$ cat src/rtl/drone_uart_pkg.sv
// Shared definitions for the drone UART paths: parity modes, receive FSM encoding
// and elaboration-time helpers.
package drone_uart_pkg;

    localparam int PAR_NONE = 0;
    localparam int PAR_ODD  = 1;
    localparam int PAR_EVEN = 2;

    typedef enum logic [2:0] {
        ST_IDLE      = 3'd0,
        ST_START     = 3'd1,
        ST_DATA      = 3'd2,
        ST_PARITY    = 3'd3,
        ST_STOP      = 3'd4,
        ST_WAIT_HIGH = 3'd5
    } rx_state_t;

    function automatic int clog2(input int value);
        int result;
        result = 0;
        for (int i = 0; i < 31; i++) begin
            if ((1 << i) < value) result = i + 1;
        end
        return result;
    endfunction

    // Rounded divide so the tick period lands on the nearest whole clock count.
    function automatic int baud_div(input int clk_hz, input int baud, input int oversample);
        int step;
        step = baud * oversample;
        return (clk_hz + step / 2) / step;
    endfunction

endpackage

$ cat src/rtl/sync_fifo.sv
// Show-ahead synchronous FIFO. The occupancy counter tells full from empty, so the
// pointers simply wrap at DEPTH (a power of two).
module sync_fifo #(
    parameter int WIDTH = 8,
    parameter int DEPTH = 16
) (
    input  logic                     clk,
    input  logic                     rst,
    input  logic                     push,
    input  logic                     pop,
    input  logic [WIDTH-1:0]         din,
    output logic [WIDTH-1:0]         dout,
    output logic                     empty,
    output logic                     full,
    output logic [$clog2(DEPTH):0]   count
);

    localparam int AW = $clog2(DEPTH);
    localparam logic [AW:0] FULL_CNT = (AW + 1)'(DEPTH);

    logic [WIDTH-1:0] r_mem [DEPTH];
    logic [AW-1:0]    r_wr_ptr;
    logic [AW-1:0]    r_rd_ptr;
    logic [AW:0]      r_count;
    logic             w_push_ok;
    logic             w_pop_ok;

    assign empty = (r_count == '0);
    assign full  = (r_count == FULL_CNT);
    assign count = r_count;
    assign dout  = r_mem[r_rd_ptr];

    // A pop frees the slot being written, so push+pop on a full FIFO is legal.
    assign w_pop_ok  = pop && !empty;
    assign w_push_ok = push && (!full || pop);

    always_ff @(posedge clk or posedge rst) begin
        if (rst) begin
            for (int i = 0; i < DEPTH; i++) r_mem[i] <= '0;
        end else if (w_push_ok) begin
            r_mem[r_wr_ptr] <= din;
        end
    end

    always_ff @(posedge clk or posedge rst) begin
        if (rst) begin
            r_wr_ptr <= '0;
            r_rd_ptr <= '0;
            r_count  <= '0;
        end else begin
            if (w_push_ok) r_wr_ptr <= r_wr_ptr + 1'b1;
            if (w_pop_ok)  r_rd_ptr <= r_rd_ptr + 1'b1;
            case ({w_push_ok, w_pop_ok})
                2'b10:   r_count <= r_count + 1'b1;
                2'b01:   r_count <= r_count - 1'b1;
                default: r_count <= r_count;
            endcase
        end
    end

endmodule

$ cat src/rtl/uart_cmd_rx.sv
// UART command receiver: 2-FF synchroniser, oversample tick, frame FSM, show-ahead FIFO.
//   state     | meaning
//   IDLE      | line idle, waiting for a falling edge
//   START     | half-bit wait, confirm the start bit is still low
//   DATA      | sample payload bits LSB first
//   PARITY    | sample parity bit, remember a mismatch
//   STOP      | sample stop bit, then flag, push or drop
//   WAIT_HIGH | framing error or break; hold until the line returns high
module uart_cmd_rx
    import drone_uart_pkg::*;
#(
    parameter int CLK_HZ     = 50_000_000,
    parameter int BAUD       = 115200,
    parameter int OVERSAMPLE = 16,
    parameter int DATA_BITS  = 8,
    parameter int PARITY     = 0,
    parameter int FIFO_DEPTH = 16
) (
    input  logic                          clk,
    input  logic                          rst,
    input  logic                          RxD,
    input  logic                          rd_en,
    output logic [DATA_BITS-1:0]          rd_data,
    output logic                          empty,
    output logic                          full,
    output logic [$clog2(FIFO_DEPTH):0]   count,
    output logic                          frame_err,
    output logic                          parity_err,
    output logic                          overrun
);

    localparam int DIV   = baud_div(CLK_HZ, BAUD, OVERSAMPLE);
    localparam int DIV_W = (DIV > 1) ? $clog2(DIV) : 1;
    localparam int OS_W  = $clog2(OVERSAMPLE);
    localparam int BIT_W = $clog2(DATA_BITS);

    localparam logic [DIV_W-1:0] DIV_M1  = DIV_W'(DIV - 1);
    localparam logic [OS_W-1:0]  OS_M1   = OS_W'(OVERSAMPLE - 1);
    localparam logic [OS_W-1:0]  HALF_M1 = OS_W'(OVERSAMPLE / 2 - 1);
    localparam logic [BIT_W-1:0] BITS_M1 = BIT_W'(DATA_BITS - 1);

    logic                 r_sync;
    logic                 r_rx_s;
    logic                 r_rx_prev;
    logic [DIV_W-1:0]     r_div_cnt;
    logic                 r_tick;
    rx_state_t            r_state;
    logic [OS_W-1:0]      r_os_cnt;
    logic [BIT_W-1:0]     r_bit_cnt;
    logic [DATA_BITS-1:0] r_shift;
    logic                 r_perr;
    logic                 r_push;
    logic                 r_frame_err;
    logic                 r_parity_err;
    logic                 r_overrun;

    logic                 w_fall;
    logic                 w_sample;
    logic                 w_par_exp;

    always_ff @(posedge clk or posedge rst) begin
        if (rst) begin
            r_sync    <= 1'b1;
            r_rx_s    <= 1'b1;
            r_rx_prev <= 1'b1;
        end else begin
            r_sync    <= RxD;
            r_rx_s    <= r_sync;
            r_rx_prev <= r_rx_s;
        end
    end

    assign w_fall = r_rx_prev && !r_rx_s;

    always_ff @(posedge clk or posedge rst) begin
        if (rst) begin
            r_div_cnt <= DIV_M1;
            r_tick    <= 1'b0;
        end else if (r_div_cnt == '0) begin
            r_div_cnt <= DIV_M1;
            r_tick    <= 1'b1;
        end else begin
            r_div_cnt <= r_div_cnt - 1'b1;
            r_tick    <= 1'b0;
        end
    end

    assign w_sample  = r_tick && (r_os_cnt == '0);
    assign w_par_exp = (PARITY == PAR_EVEN) ? (^r_shift) : ~(^r_shift);

    always_ff @(posedge clk or posedge rst) begin
        if (rst) begin
            r_state      <= ST_IDLE;
            r_os_cnt     <= '0;
            r_bit_cnt    <= '0;
            r_shift      <= '0;
            r_perr       <= 1'b0;
            r_push       <= 1'b0;
            r_frame_err  <= 1'b0;
            r_parity_err <= 1'b0;
        end else begin
            r_push       <= 1'b0;
            r_frame_err  <= 1'b0;
            r_parity_err <= 1'b0;
            if (r_tick && r_os_cnt != '0) r_os_cnt <= r_os_cnt - 1'b1;

            case (r_state)
                ST_IDLE: begin
                    r_perr <= 1'b0;
                    if (w_fall) begin
                        r_state  <= ST_START;
                        r_os_cnt <= HALF_M1;
                    end
                end
                ST_START: begin
                    if (w_sample) begin
                        if (r_rx_s) begin
                            r_state <= ST_IDLE;
                        end else begin
                            r_state   <= ST_DATA;
                            r_os_cnt  <= OS_M1;
                            r_bit_cnt <= BITS_M1;
                        end
                    end
                end
                ST_DATA: begin
                    if (w_sample) begin
                        r_shift  <= {r_rx_s, r_shift[DATA_BITS-1:1]};
                        r_os_cnt <= OS_M1;
                        if (r_bit_cnt != '0) begin
                            r_bit_cnt <= r_bit_cnt - 1'b1;
                        end else if (PARITY != PAR_NONE) begin
                            r_state <= ST_PARITY;
                        end else begin
                            r_state <= ST_STOP;
                        end
                    end
                end
                ST_PARITY: begin
                    if (w_sample) begin
                        if (r_rx_s != w_par_exp) r_perr <= 1'b1;
                        r_os_cnt <= OS_M1;
                        r_state  <= ST_STOP;
                    end
                end
                ST_STOP: begin
                    // Leaving at mid stop bit leaves half a bit to catch the next start edge.
                    if (w_sample) begin
                        if (!r_rx_s) begin
                            r_frame_err <= 1'b1;
                            r_state     <= ST_WAIT_HIGH;
                        end else if (r_perr) begin
                            r_parity_err <= 1'b1;
                            r_state      <= ST_IDLE;
                        end else begin
                            r_push  <= 1'b1;
                            r_state <= ST_IDLE;
                        end
                    end
                end
                ST_WAIT_HIGH: begin
                    if (r_rx_s) r_state <= ST_IDLE;
                end
                default: r_state <= ST_IDLE;
            endcase
        end
    end

    // The FIFO decides acceptance on the push cycle, so overrun follows it by one clock.
    always_ff @(posedge clk or posedge rst) begin
        if (rst) begin
            r_overrun <= 1'b0;
        end else begin
            r_overrun <= r_push && full && !rd_en;
        end
    end

    assign frame_err  = r_frame_err;
    assign parity_err = r_parity_err;
    assign overrun    = r_overrun;

    sync_fifo #(
        .WIDTH (DATA_BITS),
        .DEPTH (FIFO_DEPTH)
    ) u_fifo (
        .clk   (clk),
        .rst   (rst),
        .push  (r_push),
        .pop   (rd_en),
        .din   (r_shift),
        .dout  (rd_data),
        .empty (empty),
        .full  (full),
        .count (count)
    );

endmodule

$ cat config.mk
export PLATFORM = sky130hd
export DESIGN_NAME = uart_cmd_rx
export DESIGN_NICKNAME = d
export VERILOG_FILES = /design/src/rtl/drone_uart_pkg.sv /design/src/rtl/sync_fifo.sv /design/src/rtl/uart_cmd_rx.sv
export SDC_FILE = /design/constraint.sdc
export NUM_CORES = 1
export LEC_CHECK = 0
export ABC_AREA = 1
export ABC_CLOCK_PERIOD_IN_PS = 13700
export BUFFER_PORTS_ARGS = -buffer_cell sky130_fd_sc_hd__buf_2
export CAP_MARGIN = 20
export CORE_MARGIN = 10
export CORE_UTILIZATION = 51
export CTS_CLUSTER_DIAMETER = 80
export DETAILED_ROUTE_END_ITERATION = 7
export PLACE_DENSITY = 0.67
export SETUP_SLACK_MARGIN = 0.3
export SLEW_MARGIN = 20
export SYNTH_ARGS = -nofsm -noshare
export SYNTH_HDL_FRONTEND = slang
export SYNTH_SLANG_ARGS = --single-unit
$ cat constraint.sdc
create_clock -name clk -period 13.7 [get_ports clk]
set_clock_uncertainty 0.2 [all_clocks]
set_input_delay 2.74 -clock clk [delete_from_list [all_inputs] [get_ports clk]]
set_output_delay 2.74 -clock clk [all_outputs]
set_load 0.03 [all_outputs]
==> flow_metrics.py, run 1 <==
metrics = {
    "synthesis": {
        "synthMuxAreaShare_pct": 0,
        "synth_top_family_by_area": "simple AND/OR/NAND/NOR gates",
        "async_reset_ff_share_pct": 100,
        "synth-edff-count": 0,
        "yosysSeqAreaShare_pct": 52.6,
        "synth-adder-area-share_pct": 2.21,
        "avgSynthCellArea_um2": 8.61,
        "dominantRegCellSynth": "dfrtp_1",
        "synth_warnings": 0,
        "ys_seq_elements": 173,
        "syn-instance-count": 958,
        "synth_xor_xnor_area_share_pct": 1.17,
        "yosys.area_share.simple_pct": 21.6,
        "syn_area_um2": 8250,
        "synth_nets": 976,
        "synth_cell_types": 33,
        "synth-compound-area-share_pct": 15.7,
    },
    "clock_tree": {
        "clk_pin_slew_ps": 70,
        "cts_root_buf": "clkbuf_16",
        "clk_path_buf_depth": 2,
        "cts.sinks": 173,
        "post_cts_buffers": 0,
        "cts.repair.resized": 0,
        "clk_latency_ps": 430,
        "cts_hold_buf": 0,
        "tritoncts": "yes",
        "cts_buffers": 17,
        "cts_max_level": 4,
    },
    "worst_setup_path": {
        "r2r_start": "u_fifo.count[1]",
        "reg2reg_slack_ps": 10940,
        "crit_required_ps": 10760,
        "worst_ep_arrival_time_ps": 3220,
        "critical_path_class": "reg -> out",
        "critPathCaptureType": "output port",
        "worstRegToRegCells": 14,
        "reg2reg_to": "u_fifo.count[3]",
        "crit_fanout": 35,
        "start_kind": "flip-flop",
    },
    "detailed_routing": {
        "drc": 0,
        "viasPerCell": 5.49,
        "dr.pass1.iters": 6,
        "drtIter0Drc": 698,
        "wl_per_cell_um": 17.7,
        "vias": 6448,
        "postRouteAntennaNets": 0,
        "drt-total-wl_mm": 20.8,
    },
    "power_and_ir_drop": {
        "leakage_uw": 0.00417,
        "p_per_area_nw_per_um2": 173,
        "peakVddDrop_uv": 92.0,
    },
    "global_route": {
        "globalRoute.totalOverflow": 0,
        "grt_pass1_wl_mm": 34.0,
        "grt_max_degree": 103,
        "antenna_found_initial": 0,
        "grt_pass1_vias": 6200,
        "grt_usage_pct": 19.7,
    },
    "placement": {
        "gp_congestion": 0.870,
        "dp_hpwl_mm": 13.1,
        "numPortBuffers": 21,
    },
    "sta": {
        "maxSlewViolCount": 0,
        "relSlewSlack_pct": 24.9,
        "max_freq_mhz": 162,
        "final-setup-viol-count": 0,
        "whs_ps": 159,
        "period_share_pct": 45.0,
        "rsz0062_at_grt": "false",
        "finalSetupTns_ps": 0,
        "worst-slew-pin-transition_ps": 1130,
        "hold_viol": 0,
        "period_needed_ps": 6160,
    },
    "hold_path": {
        "hold_path_end": "r_rx_s",
        "hold_path.class": "reg -> reg",
        "hold_path_depth": 0,
        "hold_start": "r_sync",
    },
    "finish": {
        "final_nets": 963,
        "nFillCells": 1486,
        "final_layout_size_suffix_gt1_share_pct": 8.14,
        "antenna_cells": 0,
        "syn_to_final_growth_pct": 8.42,
    },
    "floorplan": {
        "floorplan.die_area_um2": 21700,
        "initial_utilization_pct": 51.9,
        "ios": 22,
        "row_count": 46,
        "core_area_um2": 15900,
        "die_w_um": 147,
        "die_h_um": 147,
    },
    "status": {
        "run_status": "finished clean",
    },
    "flow_run": {
        "cap_violations": 0,
    },
}
==> cell usage after synthesis (6+ instances only) <==
library cell  count  area share [%]
nand3_4           6             1.3
buf_2            14            0.85
nand3_1          69             4.2
dfrtp_1         167              51
nor2_1           85             3.9
buf_6            12             1.6
o221ai_1         29             3.1
dfstp_2           6             1.9
clkbuf_1         27             1.2
nand2_1         244              11
ha_1             13             2.0
o21ai_0         183              11
xor2_1            8            0.85
inv_1            57             2.6
==> area by class of cell <==
type                            instances  area (µm²)  share of cell area (%)
Tap cell                              216         270                    3.02
Sequential cell                       173        4340                    48.5
Timing Repair Buffer                   23         120                    1.34
Inverter                               59         226                    2.53
Clock buffer                           19         443                    4.95
Clock inverter                         13         189                    2.11
Multi-Input combinational cell        671        3360                    37.5
==> stage by stage <==
step                instances  setup WS [ps]  area, µm²  utilization (%)  total power [µW]
finish                   1174           7540       8940             56.3              1550
floorplan                 958           6080       8250                -               919
CTS                      1174           7650       8940             56.3              1550
global route             1174           7310       8940             56.3              1630
detailed placement       1142           8110       8310             52.3              1040
global placement         1142           8160       8310             52.3              1030
==> critical path, cell delays in order (launching register included) <==
cell,delay [ps]
dfrtp_1,1090
inv_1,780
o21ai_0,260
o221ai_1,140
nand3_1,180
nand2_1,120
buf_2,190
==> registers in the layout, summed over array words and instances (netlist names), 3 cells and up <==
signal	flops
r_div_cnt	5
r_os_cnt	4
u_fifo.count	5
r_state	3
u_fifo.r_mem	128
u_fifo.r_rd_ptr	4
r_shift	8
u_fifo.r_wr_ptr	4
r_bit_cnt	3
==> power breakdown <==
group,internal (µW),switching [µW]
Clock,312,207
Sequential,526,68.7
Combinational,143,293
Total,981,569
==> placed cells by master (no fill, tap or decap), drive strengths merged <==
cell type and n:
nand2 244, o21ai 185, dfrtp 167, nor2 89, nand3 75, inv 60
o221ai 29, buf 23, clkbuf 19, ha 13, xor2 8, clkinv 7
dfstp 6, a21oi 5, o22ai 4, o211ai 4, bufinv 4, xnor2 3
a31oi 3, nor3 3, or2 2, nand4 1, o31ai 1, and3 1
fa 1, clkinvlp 1
==> worst max path at each step <==
stage	startpoint	to	slack, ps	cells past startpoint
6_report	u_fifo.r_rd_ptr[1]	rd_data[6]	7540	6
5_1_grt	u_fifo.r_rd_ptr[0]	rd_data[4]	7310	6
4_1_cts	u_fifo.r_rd_ptr[0]	rd_data[6]	7650	6
3_5_place_dp	u_fifo.r_rd_ptr[0]	rd_data[6]	8110	6
3_3_place_gp	u_fifo.r_rd_ptr[1]	rd_data[6]	8160	6
2_1_floorplan	rst	frame_err	6080	1
==> metal layers <==
metal	track usage, %	part of all wire (%)	up-vias
li1	-	-	3158
met2	31.4	47	200
met4	6.24	2.3	0
met1	26.5	44	3055
met3	3.93	6.3	35
met5	0	0	-
==> cell families after synthesis <==
logic type,after synthesis
buffers and inverters,114
xor gates and xnor gates,11
and+or+nand+nor,415
AOI/OAI and AO/OA,231
adders and majority gates,14
DFF,173
Power figures use the tool's default switching activity.
==> run 2: changes to the inputs <==
--- a/config.mk
+++ b/config.mk
@@ -6,14 +6,14 @@
 export NUM_CORES = 1
 export LEC_CHECK = 0
 export ABC_AREA = 1
-export ABC_CLOCK_PERIOD_IN_PS = 13700
+export ABC_CLOCK_PERIOD_IN_PS = 5350
 export BUFFER_PORTS_ARGS = -buffer_cell sky130_fd_sc_hd__buf_2
 export CAP_MARGIN = 20
 export CORE_MARGIN = 10
 export CORE_UTILIZATION = 51
 export CTS_CLUSTER_DIAMETER = 80
 export DETAILED_ROUTE_END_ITERATION = 7
-export PLACE_DENSITY = 0.67
+export PLACE_DENSITY = 0.7
 export SETUP_SLACK_MARGIN = 0.3
 export SLEW_MARGIN = 20
 export SYNTH_ARGS = -nofsm -noshare
==> constraint.sdc (replaced) <==
create_clock -name clk -period 5.35 [get_ports clk]
set_clock_uncertainty 0.2 [all_clocks]
set_input_delay 1.07 -clock clk [delete_from_list [all_inputs] [get_ports clk]]
set_output_delay 1.07 -clock clk [all_outputs]
set_load 0.03 [all_outputs]
==> flow_metrics.py, run 2 (synthesis gave the netlist of run 1 again) <==
metrics = {
    "status": {
        "run_status": "finished clean",
    },
    "clock_tree": {
        "clk_latency_ps": 430,
        "cts_max_level": 4,
        "cts.sinks": 173,
        "tritoncts": "yes",
        "cts_buffers": 17,
        "cts_hold_buf": 0,
        "post_cts_buffers": 0,
        "clk_pin_slew_ps": 60,
        "clk_path_buf_depth": 2,
        "cts.repair.resized": 0,
        "cts_root_buf": "clkbuf_16",
    },
    "detailed_routing": {
        "drtIter0Drc": 753,
        "postRouteAntennaNets": 0,
        "vias": 6590,
        "met2_length_mm": 9.63,
        "dr.pass1.iters": 6,
        "wl_met3_mm": 1.22,
        "wl_per_cell_um": 17.5,
        "drt-met1-wl_mm": 9.14,
        "drt-total-wl_mm": 20.6,
        "top_layer_used": "met4",
        "drc": 0,
        "viasPerCell": 5.60,
    },
    "global_route": {
        "antenna_found_initial": 0,
        "grt_usage_pct": 19.7,
        "grt_pass1_vias": 6295,
        "grt_pass1_wl_mm": 34.1,
        "globalRoute.totalOverflow": 0,
        "grt_max_degree": 90,
    },
    "finish": {
        "layout_common_cells": "nand2_1, o21ai_0, dfrtp_1",
        "largest_reg_flops": 128,
        "final_common_cell": "nand2_1",
        "top_regs": "u_fifo.r_mem x128, r_shift x8",
        "final_nets": 966,
        "syn_to_final_growth_pct": 8.11,
        "final_cells": 1177,
        "final_area_um2": 8920,
        "antenna_cells": 0,
        "final_layout_size_suffix_gt1_share_pct": 8.22,
        "regMostFlops": "u_fifo.r_mem",
    },
    "worst_setup_path": {
        "worstRegToRegCells": 3,
        "cp-startpoint": "u_fifo.r_rd_ptr[1]",
        "reg2reg_slack_ps": 2570,
        "crit_required_ps": 4080,
        "critical_path_class": "reg -> out",
        "r2r_start": "u_fifo.r_wr_ptr[2]",
        "crit_fanout": 35,
        "critPathCaptureType": "output port",
        "reg2reg_to": "u_fifo.r_mem[126]",
        "start_kind": "flip-flop",
        "worst_ep_arrival_time_ps": 2770,
    },
    "hold_path": {
        "hold_start": "r_sync",
        "hold_path_end": "r_rx_s",
        "hold_path_depth": 0,
        "hold_path.class": "reg -> reg",
    },
    "placement": {
        "numPortBuffers": 21,
        "dp_hpwl_mm": 13.3,
        "dp.cells": 1145,
        "dpl_cell_area_um2": 8350,
        "dpl_worst_slack_ps": 1890,
        "gp_congestion": 0.840,
    },
    "floorplan": {
        "ios": 22,
        "floorplan.die_area_um2": 21700,
        "row_count": 46,
        "core_area_um2": 15900,
        "initial_utilization_pct": 51.9,
        "die_h_um": 147,
        "die_w_um": 147,
    },
    "sta": {
        "maxSlewViolCount": 0,
        "period_share_pct": 75.5,
        "period_needed_ps": 4040,
        "worst_slack_ps": 1310,
        "hold_viol": 0,
        "relSlewSlack_pct": 27.5,
        "rsz0062_at_grt": "false",
        "max_freq_mhz": 248,
        "final-setup-viol-count": 0,
        "finalSetupTns_ps": 0,
        "worst-slew-pin-transition_ps": 1080,
    },
    "power_and_ir_drop": {
        "peakVddDrop_uv": 256,
        "leakage_uw": 0.00416,
        "p_per_area_nw_per_um2": 436,
        "power_uw": 3890,
    },
    "flow_run": {
        "cap_violations": 0,
    },
}
==> run 2: cell type report <==
cell class / instances / area (µm²)
clock buffer: 24 / 492
clock inverter: 8 / 81.3
fill: 1471 / 6970
inverter: 59 / 225
multi-input combinational: 671 / 3360
sequential: 173 / 4340
tap: 216 / 270
timing repair buffer: 26 / 155
==> run 2: how the worst max path moves through the flow <==
stage                            end  cells past startpoint
after CTS                 rd_data[6]                      7
after detailed placement  rd_data[6]                      7
after floorplan            frame_err                      1
after global placement    rd_data[6]                      7
final                     rd_data[6]                      7
after global routing      rd_data[2]                      7
==> run 2: critical path: stages, from the launching register on <==
cell	delay, ps
dfrtp_1	360
buf_4	240
inv_1	740
o21ai_0	290
o221ai_1	220
nand3_1	140
nand2_1	130
buf_2	210
==> run 2: metal layers <==
layer  GRT usage [%]  vias to the layer above
met5               0                        -
met4            8.33                        0
met3            3.47                       31
met2            30.0                      250
met1            27.0                     3135
li1                -                     3174
==> run 2: metrics by stage <==
step	hold slack [ps]	utilization, %
after detailed placement	149	52.5
after CTS	158	56.1
after global placement	149	52.5
after global routing	163	56.1
final	157	56.1
after floorplan	145	-
==> run 2: where the power goes <==
| part | switching [µW] | leakage (µW) | total, µW | internal (µW) |
|---|---|---|---|---|
| clock | 508 | 0.000277 | 1200 | 692 |
| combinational | 912 | 0.00153 | 1290 | 378 |
| sequential | 45.0 | 0.00235 | 1400 | 1350 |
| total | 1470 | 0.00416 | 3890 | 2420 |
